`src/rtl/timer_responder.sv`:
```
// Memory-mapped countdown timer responder: CTRL/PRESET/COUNT window with maskable IRQ.
// Optional byte-enable write port when TIMER_BYTEEN_EN is defined.
module timer_responder #(
  parameter logic [31:0] BASE_ADDR = 32'h0000_7F00
) (
  input  logic        clk,
  input  logic        reset,
  input  logic [31:0] addr,
  input  logic        we,
  input  logic [31:0] wdata,
`ifdef TIMER_BYTEEN_EN
  input  logic [3:0]  be,
`endif
  output logic [31:0] rdata,
  output logic        irq
);

  typedef enum logic [1:0] {ST_IDLE, ST_LOAD, ST_CNT, ST_INT} state_t;

  state_t      state, state_d;
  logic [3:0]  ctrl_q, ctrl_w, ctrl_d;
  logic [31:0] preset_q, preset_d;
  logic [31:0] count_q, count_d;
  logic        irq_flag, irq_flag_d;
  logic        sel, wr, wr_ctrl, wr_preset;
  logic [31:0] wmask;
  logic        en;
  logic        unused_addr;

  assign unused_addr = ^addr[1:0];
  assign sel         = (addr[31:4] == BASE_ADDR[31:4]);

`ifdef TIMER_BYTEEN_EN
  assign wmask = {{8{be[3]}}, {8{be[2]}}, {8{be[1]}}, {8{be[0]}}};
  assign wr    = sel & we & (|be);
`else
  assign wmask = '1;
  assign wr    = sel & we;
`endif

  assign wr_ctrl   = wr & (addr[3:2] == 2'd0);
  assign wr_preset = wr & (addr[3:2] == 2'd1);

  assign irq = irq_flag & ctrl_q[3];

  // The FSM sees the CTRL value being written this edge, so an EN write
  // takes effect immediately (start goes straight to LOAD, abort holds COUNT).
  always_comb begin
    ctrl_w = ctrl_q;
    if (wr_ctrl)
      ctrl_w = (ctrl_q & ~wmask[3:0]) | (wdata[3:0] & wmask[3:0]);
  end

  assign en = ctrl_w[0];

  always_comb begin
    state_d    = state;
    ctrl_d     = ctrl_w;
    preset_d   = preset_q;
    count_d    = count_q;
    irq_flag_d = irq_flag;

    if (wr_preset)
      preset_d = (preset_q & ~wmask) | (wdata & wmask);
    if (wr_ctrl || wr_preset)
      irq_flag_d = 1'b0;

    case (state)
      ST_IDLE: begin
        if (en)
          state_d = ST_LOAD;
      end
      ST_LOAD: begin
        count_d = preset_q;
        state_d = ST_CNT;
      end
      ST_CNT: begin
        if (!en) begin
          state_d = ST_IDLE;
        end else if (count_q > 32'd1) begin
          count_d = count_q - 32'd1;
        end else begin
          count_d    = '0;
          irq_flag_d = 1'b1;
          state_d    = ST_INT;
        end
      end
      ST_INT: begin
        if (ctrl_q[2:1] == 2'b01) begin
          irq_flag_d = 1'b0;
          state_d    = ST_LOAD;
        end else begin
          // A simultaneous CPU write of CTRL byte 0 overrides the auto-clear of EN.
          if (!(wr_ctrl && wmask[0]))
            ctrl_d[0] = 1'b0;
          state_d = ST_IDLE;
        end
      end
      default: state_d = ST_IDLE;
    endcase
  end

  always_ff @(posedge clk) begin
    if (reset) begin
      state    <= ST_IDLE;
      ctrl_q   <= '0;
      preset_q <= '0;
      count_q  <= '0;
      irq_flag <= 1'b0;
    end else begin
      state    <= state_d;
      ctrl_q   <= ctrl_d;
      preset_q <= preset_d;
      count_q  <= count_d;
      irq_flag <= irq_flag_d;
    end
  end

  always_comb begin
    rdata = '0;
    if (sel) begin
      case (addr[3:2])
        2'd0:    rdata = {28'd0, ctrl_q};
        2'd1:    rdata = preset_q;
        2'd2:    rdata = count_q;
        default: rdata = '0;
      endcase
    end
  end

endmodule

```
`config.mk`:
```
export PLATFORM = sky130hd
export DESIGN_NAME = timer_responder
export DESIGN_NICKNAME = d
export VERILOG_FILES = /design/src/rtl/timer_responder.sv
export SDC_FILE = /design/constraint.sdc
export NUM_CORES = 1
export LEC_CHECK = 0
export ABC_CLOCK_PERIOD_IN_PS = 2700
export CAP_MARGIN = 25
export CORE_MARGIN = 2
export CORE_UTILIZATION = 45
export CTS_CLUSTER_SIZE = 12
export DETAILED_ROUTE_END_ITERATION = 10
export GPL_ROUTABILITY_DRIVEN = 1
export PLACE_DENSITY = 0.77
export SLEW_MARGIN = 10
export SYNTH_ARGS = -nofsm -noshare
export SYNTH_HDL_FRONTEND = slang
export SYNTH_SLANG_ARGS = --single-unit
export TNS_END_PERCENT = 100
```
`constraint.sdc`:
```
create_clock -name clk -period 2.7 [get_ports clk]
set_input_delay 0.54 -clock clk [delete_from_list [all_inputs] [get_ports clk]]
set_output_delay 0.54 -clock clk [all_outputs]
set_load 0.02 [all_outputs]
```
* Word-level counts from Yosys, hierarchy flattened
Index checks and enable logic that the tools add are counted.
Operators by class: $add $sub $neg 1, order comparisons 1, equal/unequal tests 10, multiplexer cells 19, bitwise logic cells 4, reductions and logical operators 6
Operators with widths (number):
- 32-bit two-way mux | 3
- 32-bit case mux with 3 select lines | 1
- 32-bit case mux with 2 select lines | 1
- 32-bit by 1-bit > comparator with 1-bit output, second input constant | 1
- 32-bit by 1-bit subtractor with 32-bit output, second input constant | 1
- 28-bit by 11-bit equality test with 1-bit output, second input constant | 1
- 1-bit two-way mux | 9
- 2-bit case mux with 4 select lines | 1
- 2-bit by 1-bit equality test with 1-bit output, second input constant | 3
- 2-bit equality test, second input constant | 3
- 2-bit two-way mux | 3
- 1-bit bitwise AND | 4
- 2-bit zero test | 2
- 2-bit inequality test, second input constant | 2
- 2-bit AND reduction | 2
- 3-bit inequality test, second input constant | 1
- 1-bit case mux with 2 select lines | 1
- 2-bit nonzero test | 1
- 1-bit logical OR | 1
Word-level totals: bits in registers 71, input bits 67, output and inout bits 33, logic and storage cells 47

* Longest topological paths before layout
word-level depth 8, mapped depth 9

* Worst setup path before layout
OpenSTA, ideal clock, no wires.
path kind input port to flip-flop, start point input port addr[30], end point register preset_q[0], arrival 2411 ps, path slack 162 ps, cell stages on the path 8, cell sequence nor4b_1 -> and4_1 -> nand4_1 -> or3_1 -> clkbuf_1 -> buf_1 -> mux2i_1 -> nor2_1
On the way: cells in the longest elaborated chain, start to end 3
RTL lines:
- from (decl) | RTL line 8 | input logic [31:0] addr,
- 28-bit by 11-bit equality test with 1-bit output | RTL line 31 | assign sel = (addr[31:4] == BASE_ADDR[31:4]);
- 1-bit bitwise AND | RTL line 38 | assign wr = sel & we;
- 1-bit bitwise AND | RTL line 42 | assign wr_preset = wr & (addr[3:2] == 2'd1);
- to (signal assigned) | RTL line 113 | preset_q <= preset_d;
- to (decl) | RTL line 22 | logic [31:0] preset_q, preset_d;
No other way between the ends. A chain may end at the register's enable or synchronous reset.

* Worst setup path after layout
start point input port addr[23], end point register count_q[0]
On the way: cells in the longest elaborated chain, start to end 6
RTL lines:
- 28-bit by 11-bit equality test with 1-bit output | RTL line 31
- 1-bit bitwise AND | RTL line 38
- 1-bit bitwise AND | RTL line 41 | assign wr_ctrl = wr & (addr[3:2] == 2'd0);
- 1-bit two-way mux | RTL line 50 | if (wr_ctrl)
- 2-bit inequality test (no source line)
- 2-bit AND reduction (no source line)
- to (signal assigned) | RTL line 114 | count_q <= count_d;
- to (decl) | RTL line 23 | logic [31:0] count_q, count_d;
No other way between the ends.

==> out/metrics.cfg <==
[status]
status=finished with violations
violations=negative setup slack

[timing]
relSlewSlack_pct=51.07
max_slew.worst_pin.slew_ps=734.0
fin_setup_tns_ps=-60.11
clock.fmax_mhz=364.2
finalMaxSlewViolations=0
layout_min_cycle_time_ps=2746
skew_ps=15.22
finalCritPeriodShare_pct=101.7
setup-violations-final=4
finalHoldViolCount=0
layout_setup_ws_ps=-46.10

[placement]
port_buffers=97
dp_hpwl_um=9429
dp_cells=746
dpl_worst_slack_ps=-581.2
place_congestion=0.9345

[power]
max-vdd-ir-drop_v=0.0003187
p_int_mw=1.620
power_density_mw_per_mm2=340.9
power_frac_seq_pct=49.4
p_sw_share_pct=23.49
pwr-share-clk_pct=42.4
power_frac_comb_pct=8.2
p_sw_mw=0.4974
leakage_nw=2.751

[layout]
final_common_cell=buf_4
antenna_cells=0
fill_cells=701
fin_nets=749
area_growth_pct=50.26
drive_gt1_share_pct=25.84
final_cell_mix=buf_4, dfxtp_1, nor2_1, a21oi_1, clkdlybuf4s50_1
final_cells=793

[floorplan]
num_rows=34
die_h_um=99.83
start_util_pct=46.93
core_mm2=0.008806
die_area_mm2=0.009966
io_pins=100
die_w_um=99.83

[grt]
grt_usage_pct=29.48
overflow=0
grt_pass1_vias=4750
grt_max_degree=67
grt_pass1_wl_um=23630
antenna_found_initial=0

[synth]
synth_top_cell_area_share_pct=34.39
yosys.area.top_type=dfxtp_1
synth_top_family_by_area=simple AND/OR/NAND/NOR gates
synth_mux_area_share_pct=8.962
synth_compound_area_share_pct=22.80
synth_area_mm2=0.004133
ys_warn_count=0
ys.flop_type=dfxtp_1
ys_seq_area_share_pct=34.39
synth_cells=538
yosys.area_share.simple_pct=27.04
ys_ff_latch=71
synthArstFlopShare_pct=0
synth_area_leaders=dfxtp_1, mux2i_1, nor2_1, a22oi_1, a21oi_1
synth-adder-area-share_pct=0.6055
synth_cell_types=50
synth_xor_area_share_pct=0.4239
synth_edf_count=0
synth_area_per_cell_um2=7.682
syn_nets=607

[setup_path]
cp_max_fo=15
rr_worst_depth=8
critical_path_class=input port to flip-flop
required_ps=2950
cp-end-kind=flip-flop
cp-start-kind=input port
arrival_ps=3000

[drt]
vias_per_cell=6.245
drt_iter0_drc=438
vias=4952
post_drt_wl_per_cell_um=19.43
ant_nets=0
routed_wl_um=15410
remaining_drc_errors=0
drtPass1Iterations=7

[clock_tree]
cts_root_buffer=clkbuf_8
cts_max_level=3
insertion_delay_ps=360
hold_buffers=0
cts_num_sinks=71
clkSlewWorstSetupHoldPaths_ps=90
cts_made_buffers=9
cts_tree=yes
clockBufferDepth=2

[worst_hold_path]
hold_class=flip-flop to flip-flop
holdPathStages=2

[flow_run]
maxCapViolCount=0

-- worst paths after layout --
| kind | from | endpoint | slack, ps |
|---|---|---|---|
| worst max-delay path | addr[23] | count_q[0]$_SDFFE_PP0P_ | -50 |
| worst min-delay path | ctrl_q[1]$_SDFFE_PP0P_ | ctrl_q[1]$_SDFFE_PP0P_ | 500 |
| worst max register to register | count_q[3]$_SDFFE_PP0P_ | count_q[14]$_SDFFE_PP0P_ | 150 |
| worst min register to register | ctrl_q[1]$_SDFFE_PP0P_ | ctrl_q[1]$_SDFFE_PP0P_ | 500 |
-- through the flow --
| stage | power (mW) | hold slack, ps | util [%] | cell area (um2) |
|---|---|---|---|---|
| 6_report | 2.117 | 495.7 | 70.52 | 6210 |
| 5_1_grt | 2.172 | 536.7 | 70.52 | 6210 |
| 4_1_cts | 2.105 | 498.6 | 67.49 | 5943 |
| 3_5_place_dp | 1.220 | 489.3 | 61.52 | 5418 |
| 3_3_place_gp | 1.218 | 476.0 | 61.52 | 5418 |
| 2_1_floorplan | 1.109 | 457.2 | - | 4133 |
-- kinds of logic after synthesis --
| family | count (synthesis) |
|---|---|
| compound gates | 137 |
| simple gates | 227 |
| flops | 71 |
| xor+xnor | 2 |
| buf+inv | 62 |
| mux | 37 |
| fa+ha+maj | 2 |
-- cell usage after synthesis (2+ instances only) --
| cell | instances |
|---|---|
| nor2b_1 | 3 |
| o21a_1 | 3 |
| nor3_1 | 21 |
| a22oi_1 | 29 |
| a32oi_1 | 4 |
| nand3_1 | 12 |
| a221oi_1 | 5 |
| or2_2 | 2 |
| clkbuf_1 | 31 |
| a311oi_1 | 2 |
| buf_1 | 3 |
| nand2b_1 | 5 |
| nor4b_1 | 3 |
| inv_1 | 24 |
| o31ai_1 | 4 |
| and4b_1 | 2 |
| nand4_1 | 9 |
| nor2_1 | 95 |
| a211oi_1 | 4 |
| and3_1 | 6 |
| xor2_1 | 2 |
| o32a_1 | 2 |
| mux2i_1 | 37 |
| dfxtp_1 | 71 |
| nor4_1 | 14 |
| and4_1 | 4 |
| a32o_1 | 5 |
| o32ai_1 | 18 |
| nand2_1 | 32 |
| o21ai_0 | 15 |
| and2_1 | 3 |
| a21oi_1 | 42 |
| or3_1 | 8 |
| ha_1 | 2 |
-- sequential cells by signal, summed over array words and instances (netlist names) --
signal,cells
count_q,32
ctrl_q,4
irq_flag,1
preset_q,32
state,2
-- worst max-delay path, cell delays in order --
cell             delay, ps
clkdlybuf4s15_1        220
nor4_4                 270
buf_4                  150
buf_4                   90
buf_4                  100
buf_4                   90
buf_4                  100
buf_4                  100
nand4_1                180
o211ai_1               360
and3_4                 280
buf_8                  170
a221oi_1                70
a211oi_1               280
-- power groups by stage --
stage	sequential [mW]	combinational (mW)	clock (mW)
2_1_floorplan	1.07	0.0379	0
3_5_place_dp	1.07	0.150	0
6_report	1.05	0.173	0.898
3_3_place_gp	1.07	0.147	0
4_1_cts	1.05	0.159	0.901
5_1_grt	1.05	0.181	0.946
-- metal layers --
layer  GRT usage [%]  wire [um]
met1           37.58       6350
met2           49.90       7447
met3           4.666       1107
met4           12.01        501
met5               0          0
-- cell type report --
| class | instances | area (um2) | area share, % |
|---|---|---|---|
| clock inverter | 5 | 56.30 | 0.9067 |
| clock buffer | 11 | 151.4 | 2.438 |
| sequential | 71 | 1421 | 22.89 |
| multi-input combinational | 405 | 2768 | 44.57 |
| inverter | 25 | 93.84 | 1.511 |
| tap | 108 | 135.1 | 2.176 |
| timing repair buffer | 168 | 1584 | 25.51 |
-- what timing repair did --
| action | 4_1_cts | 5_1_grt |
|---|---|---|
| setup endpoints to repair | 53 | 101 |
| hold endpoints to repair | 0 | 0 |
| pin swaps | 11 | 17 |
| setup buffers | 23 | 5 |
| gates cloned | 3 | 1 |
| gates resized for setup | 211 | 85 |
Note: power is estimated with default switching activity, not from simulation.
==> edit 1, RTL diff (same flow settings) <==
Reset style: asynchronous (`reset`), changed in one clocked block.
--- a/src/rtl/timer_responder.sv
+++ b/src/rtl/timer_responder.sv
@@ -102,3 +102,3 @@
 
-  always_ff @(posedge clk) begin
+  always_ff @(posedge clk or posedge reset) begin
     if (reset) begin
Function: differs if reset is asserted again (counterexample within 4 cycles, from zero or initial values and one cycle with reset high); with reset held inactive, the same outputs for 4 cycles.
==> edit 1 against the original RTL <==
The flow still finishes with violations (negative setup slack). Synthesized area rose by 1.5%. Synthesized cell count fell by 15%. Register-to-register slack improved by 0.08 ns. Setup slack improved by 0.043 ns. Count of clock-buffer cells in the layout fell by 1. Combinational power rose by 10%. Wire length fell by 15%. Cell area fell by 0.14%. Final cell count fell by 12%. Power rose by 13%. First-iteration DRC count fell by 39%. Clock skew fell by 0.0043 ns. Sequential cell count did not move. Largest cell class unchanged.
==> edit 1: results (changes against the original RTL) <==
Placed Instances: 673 (was 746)
Synth cell types: 53 (was 50)
Least-Margin Pin Slew: 0.531 ns (was 0.734 ns)
Crit Path Max Fanout: 6 (was 15)
Clk_skew: 0.0109 ns (was 0.0152 ns)
TNS Setup: -0.00350 ns (was -0.0601 ns)
Initial antenna violation count: 0 (unchanged)
Synth top area cells: dfrtp_1 (42%), mux2_2 (9.1%), a22oi_1 (7.0%) (was dfxtp_1 (34%), mux2i_1 (9.0%), nor2_1 (8.6%))
Antenna cell count: 0 (unchanged)
Total GRT Usage: 0.251 (was 0.295)
Via/cell ratio: 6.16 (was 6.24)
Fraction of registers with async set or reset after synthesis: 1.00 (was 0)
Clock transition at path regs: 0.07 ns (was 0.09 ns)
GP Congestion: 0.921 (was 0.935)
Leak: 2.69 nW (was 2.75 nW)
Final WL: 13.1 mm (was 15.4 mm)
Wire per inst: 18.7 um (was 19.4 um)
Violated checks: negative setup slack (unchanged)
Vias in the first global route: 4169 (was 4750)
Peak supply drop: 0.000225 V (was 0.000319 V)
Hpwl dp: 8.38 mm (was 9.43 mm)
First-pass GRT wire length: 20.5 mm (was 23.6 mm)
Dpl cell area: 0.00550 sq mm (was 0.00542 sq mm)
Post-synthesis sequential area ratio: 0.423 (was 0.344)
Nets: 653 (was 749)
Top-count cell post-synth: dfrtp_1 (was nor2_1)
Pre-Repair DR Iteration Count: 5 (was 7)
Hold Crit Class: primary input to asynchronous set/reset pin (was register to register)
Post-Syn Instances: 456 (was 538)
Post-synth EDFFs: 0 (unchanged)
Layout cell share with drive strength beyond 1: 0.311 (was 0.258)
Post-place setup slack: -0.642 ns (was -0.581 ns)
Syn nets: 525 (was 607)
Post-synth top cells: dfrtp_1 (71), nor2_1 (60), a22oi_1 (39) (was nor2_1 (95), dfxtp_1 (71), a21oi_1 (42))
Worst Path Arrival: 2.16 ns (was 3.00 ns)
Setup violators final: 2 (was 4)
CTS buffer count: 9 (unchanged)
Final critical-path setup slack: -0.00263 ns (was -0.0461 ns)
DR iter-0 viols: 267 (was 438)
Status: finished with violations (unchanged)
Largest net degree at the start of global routing: 42 (was 67)
## edit 1: cells by family (layout without fill, tap and decap cells)
kind of cell	count (synthesis)	in the layout	synth area share
AND/OR/NAND/NOR	161	162	0.191
AO/OA/AOI/OAI	136	136	0.225
flip-flops	71	71	0.423
buffers and inverters	48	180	0.0543
multiplexers	38	38	0.101
adder cells (fa/ha/maj)	2	2	0.00596
## edit 1: power by group
group	switching, mW	leakage [nW]	internal [mW]
Clock	0.433	0.126	0.706
Sequential	0.000000531	0.836	1.06
Combinational	0.0848	1.73	0.106
## edit 1: layer usage
| layer | share of wire | GRT usage |
|---|---|---|
| met1 | 0.43 | 0.334 |
| met2 | 0.50 | 0.420 |
| met3 | 0.053 | 0.0423 |
| met4 | 0.015 | 0.0790 |
| met5 | 0 | 0 |
## edit 1: final timing paths
check	depth (start not counted)	end	slack (ns)	start
setup / recovery	7	rdata[27]	-0.003	addr[26]
hold / removal	2	count_q[29]	0.40	reset
setup reg to reg	7	count_q[24]	0.23	count_q[19]
hold reg to reg	2	count_q[29]	0.52	preset_q[29]
max in group asynchronous	3	ctrl_q[2]	1.72	reset
min in group clk	2	count_q[29]	0.52	preset_q[29]
## edit 1: final cells by class
type,instances,area (sq um)
Fill cell,701,2950
Multi-Input combinational cell,338,2440
Sequential cell,71,1780
Timing Repair Buffer,146,1510
Tap cell,111,139
Clock inverter,6,133
Clock buffer,10,128
Inverter,18,72.6
## edit 1: worst max-delay path: stages
cell,delay [ns]
clkdlybuf4s50_1,0.46
nor4_2,0.18
nand4_1,0.16
or2_4,0.36
clkbuf_16,0.20
nor2_2,0.12
buf_6,0.13
## edit 1: repair_timing
item	4_1_cts	5_1_grt
hold buffers	0	0
gates cloned	3	4
pin swaps	5	7
gates resized for setup	196	70
buffers inserted	2	2
setup endpoints to repair	64	63
==> edit 2, RTL diff (same flow settings) <==
Without the edit above. The option `TIMER_BYTEEN_EN` is turned on by a define.
--- a/src/rtl/timer_responder.sv
+++ b/src/rtl/timer_responder.sv
@@ -2,2 +2,4 @@
 // Optional byte-enable write port when TIMER_BYTEEN_EN is defined.
+`define TIMER_BYTEEN_EN
+
 module timer_responder #(
Interface: changed (added be); port bits go from 100 to 104. The function was not compared with the original's and may differ.
==> edit 2 against the original RTL <==
The run still ends with negative setup slack left. Combinational power shrank 6%. Synthesized area is 3.4% higher. Cell area is 3.5% higher. Wire length shrank 2.5%. Power rose by 3.1%. Setup slack improved by 0.033 ns. Sequential cell count unchanged. Count of clock-buffer cells in the layout is 2 higher. Critical path type is now primary input to primary output. Critical endpoint is now rdata[12]. Highest routed layer unchanged.
==> edit 2: results (changes against the original RTL) <==
Peak supply drop: 0.000359 V (was 0.000319 V)
Clk_skew: 0.0122 ns (was 0.0152 ns)
Multi-In Gates: 410 (was 405)
First-pass GRT wire length: 23.6 mm (about the same)
DR iter-0 viols: 368 (was 438)
Layout cell share with drive strength beyond 1: 0.274 (was 0.258)
Port Buf Inserts: 101 (was 97)
Sequential cell area share: 0.221 (was 0.229)
Metal3 WL: 1.15 mm (was 1.11 mm)
WHS: 0.501 ns (was 0.496 ns)
Leak: 2.83 nW (was 2.75 nW)
GP Congestion: 0.899 (was 0.935)
Clk tree area frac: 0.0348 (was 0.0334)
Met2 Use GR: 0.483 (was 0.499)
Worst Path Arrival: 2.17 ns (was 3.00 ns)
Least-Margin Pin Slew: 0.723 ns (was 0.734 ns)
Hold EP: count_q[20] (was ctrl_q[1])
Reg2reg path depth: 7 (was 8)
Met2 WL: 7.35 mm (was 7.45 mm)
Met1 usage: 0.374 (was 0.376)
Pre-Repair DR Iteration Count: 6 (was 7)
TNS Setup: -0.0774 ns (was -0.0601 ns)
Synth top area cells: dfxtp_1 (33%), mux2i_1 (9.8%), nor2_1 (8.6%) (was dfxtp_1 (34%), mux2i_1 (9.0%), nor2_1 (8.6%))
Fill count: 718 (was 701)
Antenna cell count: 0 (unchanged)
Worst Setup SP: addr[28] (was addr[23])
Post-synthesis sequential area ratio: 0.333 (was 0.344)
Setup violators final: 12 (was 4)
Clock transition at path regs: 0.07 ns (was 0.09 ns)
Hold path start: count_q[20] (was ctrl_q[1])
Largest net degree at the start of global routing: 64 (was 67)
Post-synth top cells: nor2_1 (98), dfxtp_1 (71), mux2i_1 (42) (was nor2_1 (95), dfxtp_1 (71), a21oi_1 (42))
Hpwl dp: 9.55 mm (was 9.43 mm)
Wire per inst: 18.4 um (was 19.4 um)
Status: finished with violations (unchanged)
Non-CTS inverters: 18 (was 25)
Reg2reg end: count_q[0] (was count_q[14])
Final critical-path setup slack: -0.0128 ns (was -0.0461 ns)
Clk buf depth: 2 (unchanged)
R2r setup slk: 0.24 ns (was 0.15 ns)
Worst r2r src: count_q[26] (was count_q[3])
Synth cell types: 59 (was 50)
Vias in the first global route: 4733 (was 4750)
NonClk Buf Share: 0.255 (about the same)
Crit Path Max Fanout: 6 (was 15)
Non-clock buffers: 170 (was 168)
Vias: 4888 (was 4952)
Syn nets: 608 (was 607)
Nets: 753 (was 749)
Violated checks: negative setup slack (unchanged)
Metal-1 WL: 6.17 mm (was 6.35 mm)
Total GRT Usage: 0.288 (was 0.295)
CLK BUF: 13 (was 11)
==> edit 2: changes by cell type after synthesis, moves of 4 or more <==
| cell | before | now |
|---|---|---|
| inv_1 | 24 | 18 |
| a32o_1 | 5 | 0 |
| mux2i_1 | 37 | 42 |
| nor3_1 | 21 | 12 |
| buf_2 | 1 | 5 |
| o211a_1 | 0 | 6 |
| a21oi_1 | 42 | 38 |
| and4_1 | 4 | 0 |
| nand3_1 | 12 | 8 |
| and3_1 | 6 | 0 |
| o21ai_0 | 15 | 10 |
==> edit 2: stage by stage <==
step	setup WS [ns]	area, sq um	cells
2_1_floorplan	0.0141	4270	535
3_3_place_gp	-0.620	5720	782
3_5_place_dp	-0.665	5720	782
4_1_cts	-0.0203	6210	810
5_1_grt	-0.0524	6430	814
6_report	-0.0128	6430	814
==> edit 2: cells by family after synthesis <==
family	count (synthesis)	synth area share
simple gates	225	0.271
compound gates	138	0.234
flops	71	0.333
buf+inv	54	0.0507
mux	43	0.101
xor+xnor	2	0.00410
fa+ha+maj	2	0.00586
==> edit 2: repair_timing <==
action / 4_1_cts / 5_1_grt
setup endpoints to repair: 32 / 81
resized for setup: 246 / 70
pin swaps: 17 / 16
buffers inserted: 8 / 5
cloned: 4 / 3
endpoints found under the hold margin: 0 / 0
==> edit 2: report_power, final <==
group	internal (mW)	leakage [nW]	switching (mW)
registers	1.05	0.571	0.00000661
clock network	0.571	0.114	0.403
logic	0.0923	2.15	0.0699
total	1.71	2.83	0.473
==> edit 2: critical path, cell delays in order <==
cell	delay (ns)
clkbuf_2	0.08
or4_4	0.54
or3_4	0.46
buf_4	0.17
buf_12	0.14
nor2_4	0.11
buf_6	0.12
